**src/rtl/genius_controle_exibicao.sv**
```systemverilog
// Purpose: plays the stored Genius colour sequence (addresses 0..limite) on the LEDs, each colour lit then blanked.
// Latency: iniciar at edge k -> CARREGA in cycle k+1; pronto after (limite+1)*(ON+OFF+2) cycles.
// Backpressure: none; iniciar is ignored while ocupado, abortar returns to OCIOSO on the next edge.
//
// Ports: clock/reset (async active-low); iniciar/abortar control; limite latched at start;
//        dado_memoria/endereco talk to the sequence memory; leds_exibicao registered colour output;
//        ocupado/pronto handshake to the main control unit; db_estado exposes the state code.
// Optional feature: define GENIUS_RAPIDO_EN to add the 'rapido' input (halved on/off durations).
module genius_controle_exibicao #(
    parameter int ADDR_W     = 4,
    parameter int DATA_W     = 4,
    parameter int ON_CYCLES  = 500,
    parameter int OFF_CYCLES = 250,
    parameter int CNT_W      = 16
) (
    input  logic              clock,
    input  logic              reset,
    input  logic              iniciar,
    input  logic              abortar,
`ifdef GENIUS_RAPIDO_EN
    input  logic              rapido,
`endif
    input  logic [ADDR_W-1:0] limite,
    input  logic [DATA_W-1:0] dado_memoria,
    output logic [ADDR_W-1:0] endereco,
    output logic [DATA_W-1:0] leds_exibicao,
    output logic              ocupado,
    output logic              pronto,
    output logic [2:0]        db_estado
);

    typedef enum logic [2:0] {
        OCIOSO  = 3'd0,
        CARREGA = 3'd1,
        ACENDE  = 3'd2,
        APAGA   = 3'd3,
        PROXIMO = 3'd4,
        FIM     = 3'd5
    } estado_t;

    // Terminal counts are stored as duration-1 so the timer compares directly.
    localparam logic [CNT_W-1:0] TC_ON  = CNT_W'(ON_CYCLES - 1);
    localparam logic [CNT_W-1:0] TC_OFF = CNT_W'(OFF_CYCLES - 1);
`ifdef GENIUS_RAPIDO_EN
    localparam int ON_RAP  = ((ON_CYCLES >> 1) < 1) ? 1 : (ON_CYCLES >> 1);
    localparam int OFF_RAP = ((OFF_CYCLES >> 1) < 1) ? 1 : (OFF_CYCLES >> 1);
    localparam logic [CNT_W-1:0] TC_ON_RAP  = CNT_W'(ON_RAP - 1);
    localparam logic [CNT_W-1:0] TC_OFF_RAP = CNT_W'(OFF_RAP - 1);
`endif

    estado_t           estado, estado_prox;
    logic [ADDR_W-1:0] endereco_prox;
    logic [ADDR_W-1:0] limite_reg, limite_prox;
    logic [CNT_W-1:0]  timer, timer_prox;
    logic [CNT_W-1:0]  tc_on, tc_on_prox;
    logic [CNT_W-1:0]  tc_off, tc_off_prox;
    logic [DATA_W-1:0] cor, cor_prox;
    logic [DATA_W-1:0] leds_prox;

    always_ff @(posedge clock or negedge reset) begin
        if (!reset) begin
            estado        <= OCIOSO;
            endereco      <= '0;
            limite_reg    <= '0;
            timer         <= '0;
            tc_on         <= TC_ON;
            tc_off        <= TC_OFF;
            cor           <= '0;
            leds_exibicao <= '0;
        end else begin
            estado        <= estado_prox;
            endereco      <= endereco_prox;
            limite_reg    <= limite_prox;
            timer         <= timer_prox;
            tc_on         <= tc_on_prox;
            tc_off        <= tc_off_prox;
            cor           <= cor_prox;
            leds_exibicao <= leds_prox;
        end
    end

    always_comb begin
        estado_prox   = estado;
        endereco_prox = endereco;
        limite_prox   = limite_reg;
        timer_prox    = timer;
        tc_on_prox    = tc_on;
        tc_off_prox   = tc_off;
        cor_prox      = cor;

        case (estado)
            OCIOSO: begin
                if (iniciar && !abortar) begin
                    estado_prox   = CARREGA;
                    limite_prox   = limite;
                    endereco_prox = '0;
                    timer_prox    = '0;
`ifdef GENIUS_RAPIDO_EN
                    tc_on_prox    = rapido ? TC_ON_RAP  : TC_ON;
                    tc_off_prox   = rapido ? TC_OFF_RAP : TC_OFF;
`else
                    tc_on_prox    = TC_ON;
                    tc_off_prox   = TC_OFF;
`endif
                end
            end
            CARREGA: begin
                cor_prox    = dado_memoria;
                timer_prox  = '0;
                estado_prox = ACENDE;
            end
            ACENDE: begin
                if (timer == tc_on) begin
                    timer_prox  = '0;
                    estado_prox = APAGA;
                end else begin
                    timer_prox = timer + 1'b1;
                end
            end
            APAGA: begin
                if (timer == tc_off) begin
                    timer_prox  = '0;
                    // Checking the limit before incrementing means the address never wraps.
                    estado_prox = (endereco == limite_reg) ? FIM : PROXIMO;
                end else begin
                    timer_prox = timer + 1'b1;
                end
            end
            PROXIMO: begin
                endereco_prox = endereco + 1'b1;
                estado_prox   = CARREGA;
            end
            FIM: begin
                estado_prox = OCIOSO;
            end
            default: begin
                estado_prox = OCIOSO;
            end
        endcase

        if (abortar && (estado != OCIOSO)) begin
            estado_prox   = OCIOSO;
            endereco_prox = '0;
            timer_prox    = '0;
        end

        // LEDs are registered from the next state so they are lit exactly during ACENDE.
        leds_prox = (estado_prox == ACENDE) ? cor_prox : '0;
    end

    assign ocupado   = (estado != OCIOSO);
    assign pronto    = (estado == FIM);
    assign db_estado = estado;

endmodule

```
**config.mk**
```make
export PLATFORM = sky130hd
export DESIGN_NAME = genius_controle_exibicao
export DESIGN_NICKNAME = d
export VERILOG_FILES = /design/src/rtl/genius_controle_exibicao.sv
export SDC_FILE = /design/constraint.sdc
export NUM_CORES = 1
export LEC_CHECK = 0
export CAP_MARGIN = 10
export CORE_MARGIN = 4
export CORE_UTILIZATION = 49
export CTS_CLUSTER_SIZE = 24
export DETAILED_ROUTE_END_ITERATION = 10
export GPL_ROUTABILITY_DRIVEN = 0
export MAX_ROUTING_LAYER = met4
export PLACE_DENSITY_LB_ADDON = 0.1
export SKIP_LAST_GASP = 1
export SYNTH_ARGS = -nofsm -noshare
export SYNTH_HDL_FRONTEND = slang
export SYNTH_SLANG_ARGS = --single-unit
```
**constraint.sdc**
```tcl
create_clock -name clock -period 1.8 [get_ports clock]
set_input_delay 0.18 -clock clock [delete_from_list [all_inputs] [get_ports clock]]
set_output_delay 0.18 -clock clock [all_outputs]
set_load 0.02 [all_outputs]
```
=== After elaboration in Yosys (flattened, before gate mapping) ===
Index checks and enable logic that the tools add are counted.

* Flip-flop bits (word level): 35
* Output and inout port bits: 13
* Word-level logic and storage cells: 44
* Bits of input ports: 12

* Equal/unequal tests: 10
* Reductions and logical operators: 10
* $add $sub $neg: 2
* Muxes and demuxes: 16

{| class="wikitable"
|+ Operators with widths
! cell !! number
|-
| 16-bit two-way mux || 4
|-
| 16-bit one-hot mux with 4 select lines || 1
|-
| 16-bit by 1-bit adder with 16-bit output, second input constant || 1
|-
| 16-bit by 8-bit == test with 1-bit output, second input constant || 1
|-
| 16-bit by 9-bit == test with 1-bit output, second input constant || 1
|-
| 4-bit two-way mux || 4
|-
| 3-bit one-hot mux with 5 select lines || 1
|-
| 3-bit two-way mux || 4
|-
| 3-bit by 2-bit == test with 1-bit output, second input constant || 3
|-
| 4-bit one-hot mux with 2 select lines || 1
|-
| 3-bit == test, second input constant || 2
|-
| 2-bit AND reduction || 3
|-
| 3-bit nonzero test || 2
|-
| 5-bit nonzero test || 1
|-
| 4-bit by 1-bit adder with 4-bit output, second input constant || 1
|-
| 4-bit == test || 1
|-
| 3-bit by 1-bit == test with 1-bit output, second input constant || 1
|-
| 3-bit zero test || 1
|-
| 3-bit != test, second input constant || 1
|-
| 1-bit logical AND || 2
|-
| 1-bit zero test || 1
|-
| 1-bit two-way mux || 1
|}

=== Longest topological paths before layout ===
* Depth after elaboration: 7
* Depth in mapped cells: 8
* Mapped depth without buffers: 6

=== Worst setup path after synthesis ===
OpenSTA, ideal clock, no wires.

* Kind: register to register
* Start point: reg timer[9]
* End point: reg timer[11]
* Stages on the path, launching flop included: 7
* Path buffers: 1
* Period minus slack after synthesis: 1.915 ns
* Setup time: 0.129 ns
* Data arrival time: 1.786 ns
* Setup slack: -0.115 ns
* Cells stage by stage: dfrtp_1 -> buf_6 -> or4_4 -> nor4_4 -> a21o_4 -> a22o_2 -> o221ai_2

* Cells in the longest elaborated chain, start to end: 4

{| class="wikitable"
|+ Ends and longest elaborated chain
! element !! RTL line !! source
|-
| start, declared || 54 || <nowiki>logic [CNT_W-1:0] timer, timer_prox;</nowiki>
|-
| start signal, assigned || 74 || <nowiki>timer <= timer_prox;</nowiki>
|-
| 16-bit by 1-bit adder with 16-bit output (tied with other cells) || 117, 126 ||
|-
| 16-bit two-way mux, on equally long branches || 121, 113 ||
|-
| 16-bit one-hot mux with 4 select lines (*) || 91 || <nowiki>case (estado)</nowiki>
|-
| 16-bit two-way mux (*) || 141 || <nowiki>if (abortar && (estado != OCIOSO)) begin</nowiki>
|}

Mark *: on every way between the ends. The rest lies on a longest branch, timed or not.
A chain may end at the register's enable or synchronous reset.

=== Worst setup path in the final report ===
* Start point: reg timer[9]
* End point: reg timer[12]

Same word-level chain as after synthesis.

==> impl_metrics.env <==
export IMPL_status="complete, but fails checks"
export IMPL_violations="setup timing"
export IMPL_drt_initial_drc_count=136
export IMPL_leakage_nw=1.11
export IMPL_reg2reg_slack_ps=-120
export IMPL_synthArstFlopShare_pct=100
export IMPL_fin_area_um2=2580
export IMPL_synth_main_ff_cell="dfrtp_1"
export IMPL_vias_per_cell=5.54
export IMPL_setup_violations=19
export IMPL_finalCritPeriodShare_pct=107
export IMPL_synth_xor_area_share_pct=5.46
export IMPL_grt_pass1_vias=1741
export IMPL_critical_path_class="flip-flop to flip-flop"
export IMPL_routed_wirelength_um=4630
export IMPL_synth_adder_area_share_pct=1.95
export IMPL_yosysUniqueCellTypes=53
export IMPL_ir_worst_vdd_uv=445
export IMPL_final_util_pct=69.6
export IMPL_dieArea_um2=5000
export IMPL_tritoncts="yes"
export IMPL_rsz0062_at_grt="true"
export IMPL_largest_reg_flops=16
export IMPL_p_total_mw=2.01
export IMPL_core_area_um2=3720
export IMPL_postSynthCellCount=189
export IMPL_power_density_nw_per_um2=779
export IMPL_synth_top_family_by_area="simple AND/OR/NAND/NOR gates"
export IMPL_die_h_um=70.7
export IMPL_antenna_found_initial=0
export IMPL_top_register="timer"
export IMPL_preCtsSetupSlack_ps=-142
export IMPL_max_cap_viol_count=0
export IMPL_grt_overflow=0
export IMPL_dr_pass1_iters=4
export IMPL_synthMuxAreaShare_pct=5.78
export IMPL_cp_max_fo=6
export IMPL_ios=25
export IMPL_grt_pass1_wl_um=8140
export IMPL_worstSetupStartpointType="flip-flop"
export IMPL_setup_tns_final_ps=-763
export IMPL_grt_max_degree=36
export IMPL_dp_hpwl_um=3430
export IMPL_drt_wirelength_per_cell_um=15.5
export IMPL_multi_input_area_um2=1000
export IMPL_r2r_end="timer[12]$_DFFE_PN0P_"
export IMPL_syn_cell_area_um2=1930
export IMPL_io_buffers=24
export IMPL_n_fill_cell=293
export IMPL_initial_core_util_pct=51.8
export IMPL_cts_buffer_depth=2
export IMPL_cts_sinks=35
export IMPL_n_antenna_cell=0
export IMPL_tightest_slew_ps=463
export IMPL_core_rowCount=22
export IMPL_crit_slowest_cell="or4_4"
export IMPL_finalNetCount=266
export IMPL_drtAntennaViolNets=0
export IMPL_end_kind="flip-flop"
export IMPL_num_vias=1655
export IMPL_timing_final_crit_period_ps=1920
export IMPL_synth_seq_area_share_pct=45.5
export IMPL_clk_pin_slew_worst_paths_ps=70
export IMPL_synth_compound_area_share_pct=13.6
export IMPL_cts_hold_buffers=0
export IMPL_fp_dieW_um=70.7
export IMPL_ys_ff_latch=35
export IMPL_fin_skew_ps=11.0
export IMPL_slew_viol_final=0
export IMPL_stdcell_count=299
export IMPL_area_growth_pct=34.2
export IMPL_reg2reg_depth=6
export IMPL_dpl_cell_area_um2=2440
export IMPL_final_seq_area_um2=876
export IMPL_syn_nets=204
export IMPL_arrival_ps=2090
export IMPL_slowest_delay_ps=560
export IMPL_slew_headroom_pct=68.9
export IMPL_cp_cell_sequence="or4_4 > nor4_4 > buf_4 > a21o_4 > o21ai_1 > a21o_1"
export IMPL_root_buffer="clkbuf_8"
export IMPL_max_freq_ghz=0.521
export IMPL_track_usage_pct=20.9
export IMPL_htree_levels=2
export IMPL_synth_edf_count=0
export IMPL_place_inst=289
export IMPL_ys_warn_count=0
export IMPL_holdWs_ps=307
export IMPL_hold_class="input port to asynchronous set/reset pin"
export IMPL_timing_rr_start="timer[9]$_DFFE_PN0P_"
export IMPL_hold_viol=0
export IMPL_tritoncts_num_buffers=5
export IMPL_syn_area_per_cell_um2=10.2
export IMPL_clk_latency_ps=280
export IMPL_layout_drive_gt1_share_pct=29.5
export IMPL_crit_required_ps=1970
export IMPL_fin_ws_ps=-121
export IMPL_drc=0
export IMPL_synth_simple_area_share_pct=23.8
-- cell usage after synthesis (all sizes together) (2+ instances only) --
| cell | instances | area (um^2) |
|---|---|---|
| a22oi | 3 | 22.5 |
| nand2 | 17 | 63.8 |
| a21oi | 6 | 33.8 |
| and3 | 4 | 26.3 |
| ha | 3 | 37.5 |
| mux2 | 9 | 101 |
| o21ai | 12 | 60.1 |
| a21o | 3 | 31.3 |
| nand2b | 2 | 12.5 |
| or4 | 2 | 22.5 |
| nor3 | 7 | 35.0 |
| nor3b | 2 | 15.0 |
| or2b | 2 | 16.3 |
| xnor2 | 11 | 96.3 |
| nand3 | 12 | 60.1 |
| inv | 5 | 18.8 |
| clkbuf | 2 | 8.75 |
| a31oi | 3 | 18.8 |
| buf | 5 | 46.3 |
| dfrtp | 35 | 876 |
| nor2b | 5 | 31.3 |
| o31ai | 2 | 28.8 |
| nor2 | 16 | 67.6 |
| nor4 | 4 | 40.0 |
-- cell families (layout without fill, tap and decap cells) --
| family | Yosys count | in the layout |
|---|---|---|
| DFF | 35 | 35 |
| buffers and inverters | 12 | 74 |
| muxes | 10 | 10 |
| adders and majority gates | 3 | 3 |
| xor gates and xnor gates | 12 | 12 |
| and+or+nand+nor | 81 | 81 |
| AOI/OAI and AO/OA | 36 | 36 |
-- cell usage in the layout (no fill, tap or decap), types with 7 or more instances in the layout --
cell type and n:
clkdlybuf4s50_1 22, nor2_1 14, nor3_1 7, dfrtp_1 35, nand2_1 17, buf_4 38
xnor2_1 11, nand3_1 12, o21ai_0 7, mux2_2 9
-- per-layer routing --
layer  vias to the layer above  part of all wire (%)  GRT usage, %
met4                         0                  0.60          6.47
met3                         4                   4.6          4.97
met2                        45                    50          33.1
met1                       808                    45          26.5
met5                         -                     0             -
li1                        798                     -             -
-- worst max-delay path: cells and delay by family (launching register included) --
kind / cells / cell delay [ps]
buffers and inverters: 1 / 180
AO/OA/AOI/OAI: 3 / 430
AND/OR/NAND/NOR: 2 / 820
flip-flops: 1 / 380
-- area by class of cell --
type / instances / share of cell area, %
clock buffers: 6 / 2.81
well taps: 48 / 2.32
clock inverters: 1 / 1.16
repair buffers: 62 / 20.2
multi-input cells: 142 / 38.9
flip-flops and latches: 35 / 33.9
inverters: 5 / 0.726
-- power by group --
part | switching (mW) | leakage [nW] | internal [mW]
Combinational | 0.208 | 0.593 | 0.229
Sequential | 0.0330 | 0.468 | 0.863
Clock | 0.273 | 0.0513 | 0.406
-- worst max-delay path by stage --
stage,end,startpoint,slack [ps]
2_1_floorplan,timer[12]$_DFFE_PN0P_,timer[9]$_DFFE_PN0P_,-110
3_3_place_gp,timer[12]$_DFFE_PN0P_,timer[2]$_DFFE_PN0P_,-90
3_5_place_dp,timer[12]$_DFFE_PN0P_,timer[2]$_DFFE_PN0P_,-140
4_1_cts,timer[12]$_DFFE_PN0P_,timer[9]$_DFFE_PN0P_,-110
5_1_grt,timer[12]$_DFFE_PN0P_,timer[9]$_DFFE_PN0P_,-190
6_report,timer[12]$_DFFE_PN0P_,timer[9]$_DFFE_PN0P_,-120
-- repair_timing --
action / 4_1_cts / 5_1_grt
gates resized for setup: 6 / 4
setup endpoints to repair: 23 / 23
buffers inserted: 3 / 0
pin swaps: 11 / 3
hold endpoints to repair: 0 / 0
(Power assumes the default switching activity.)
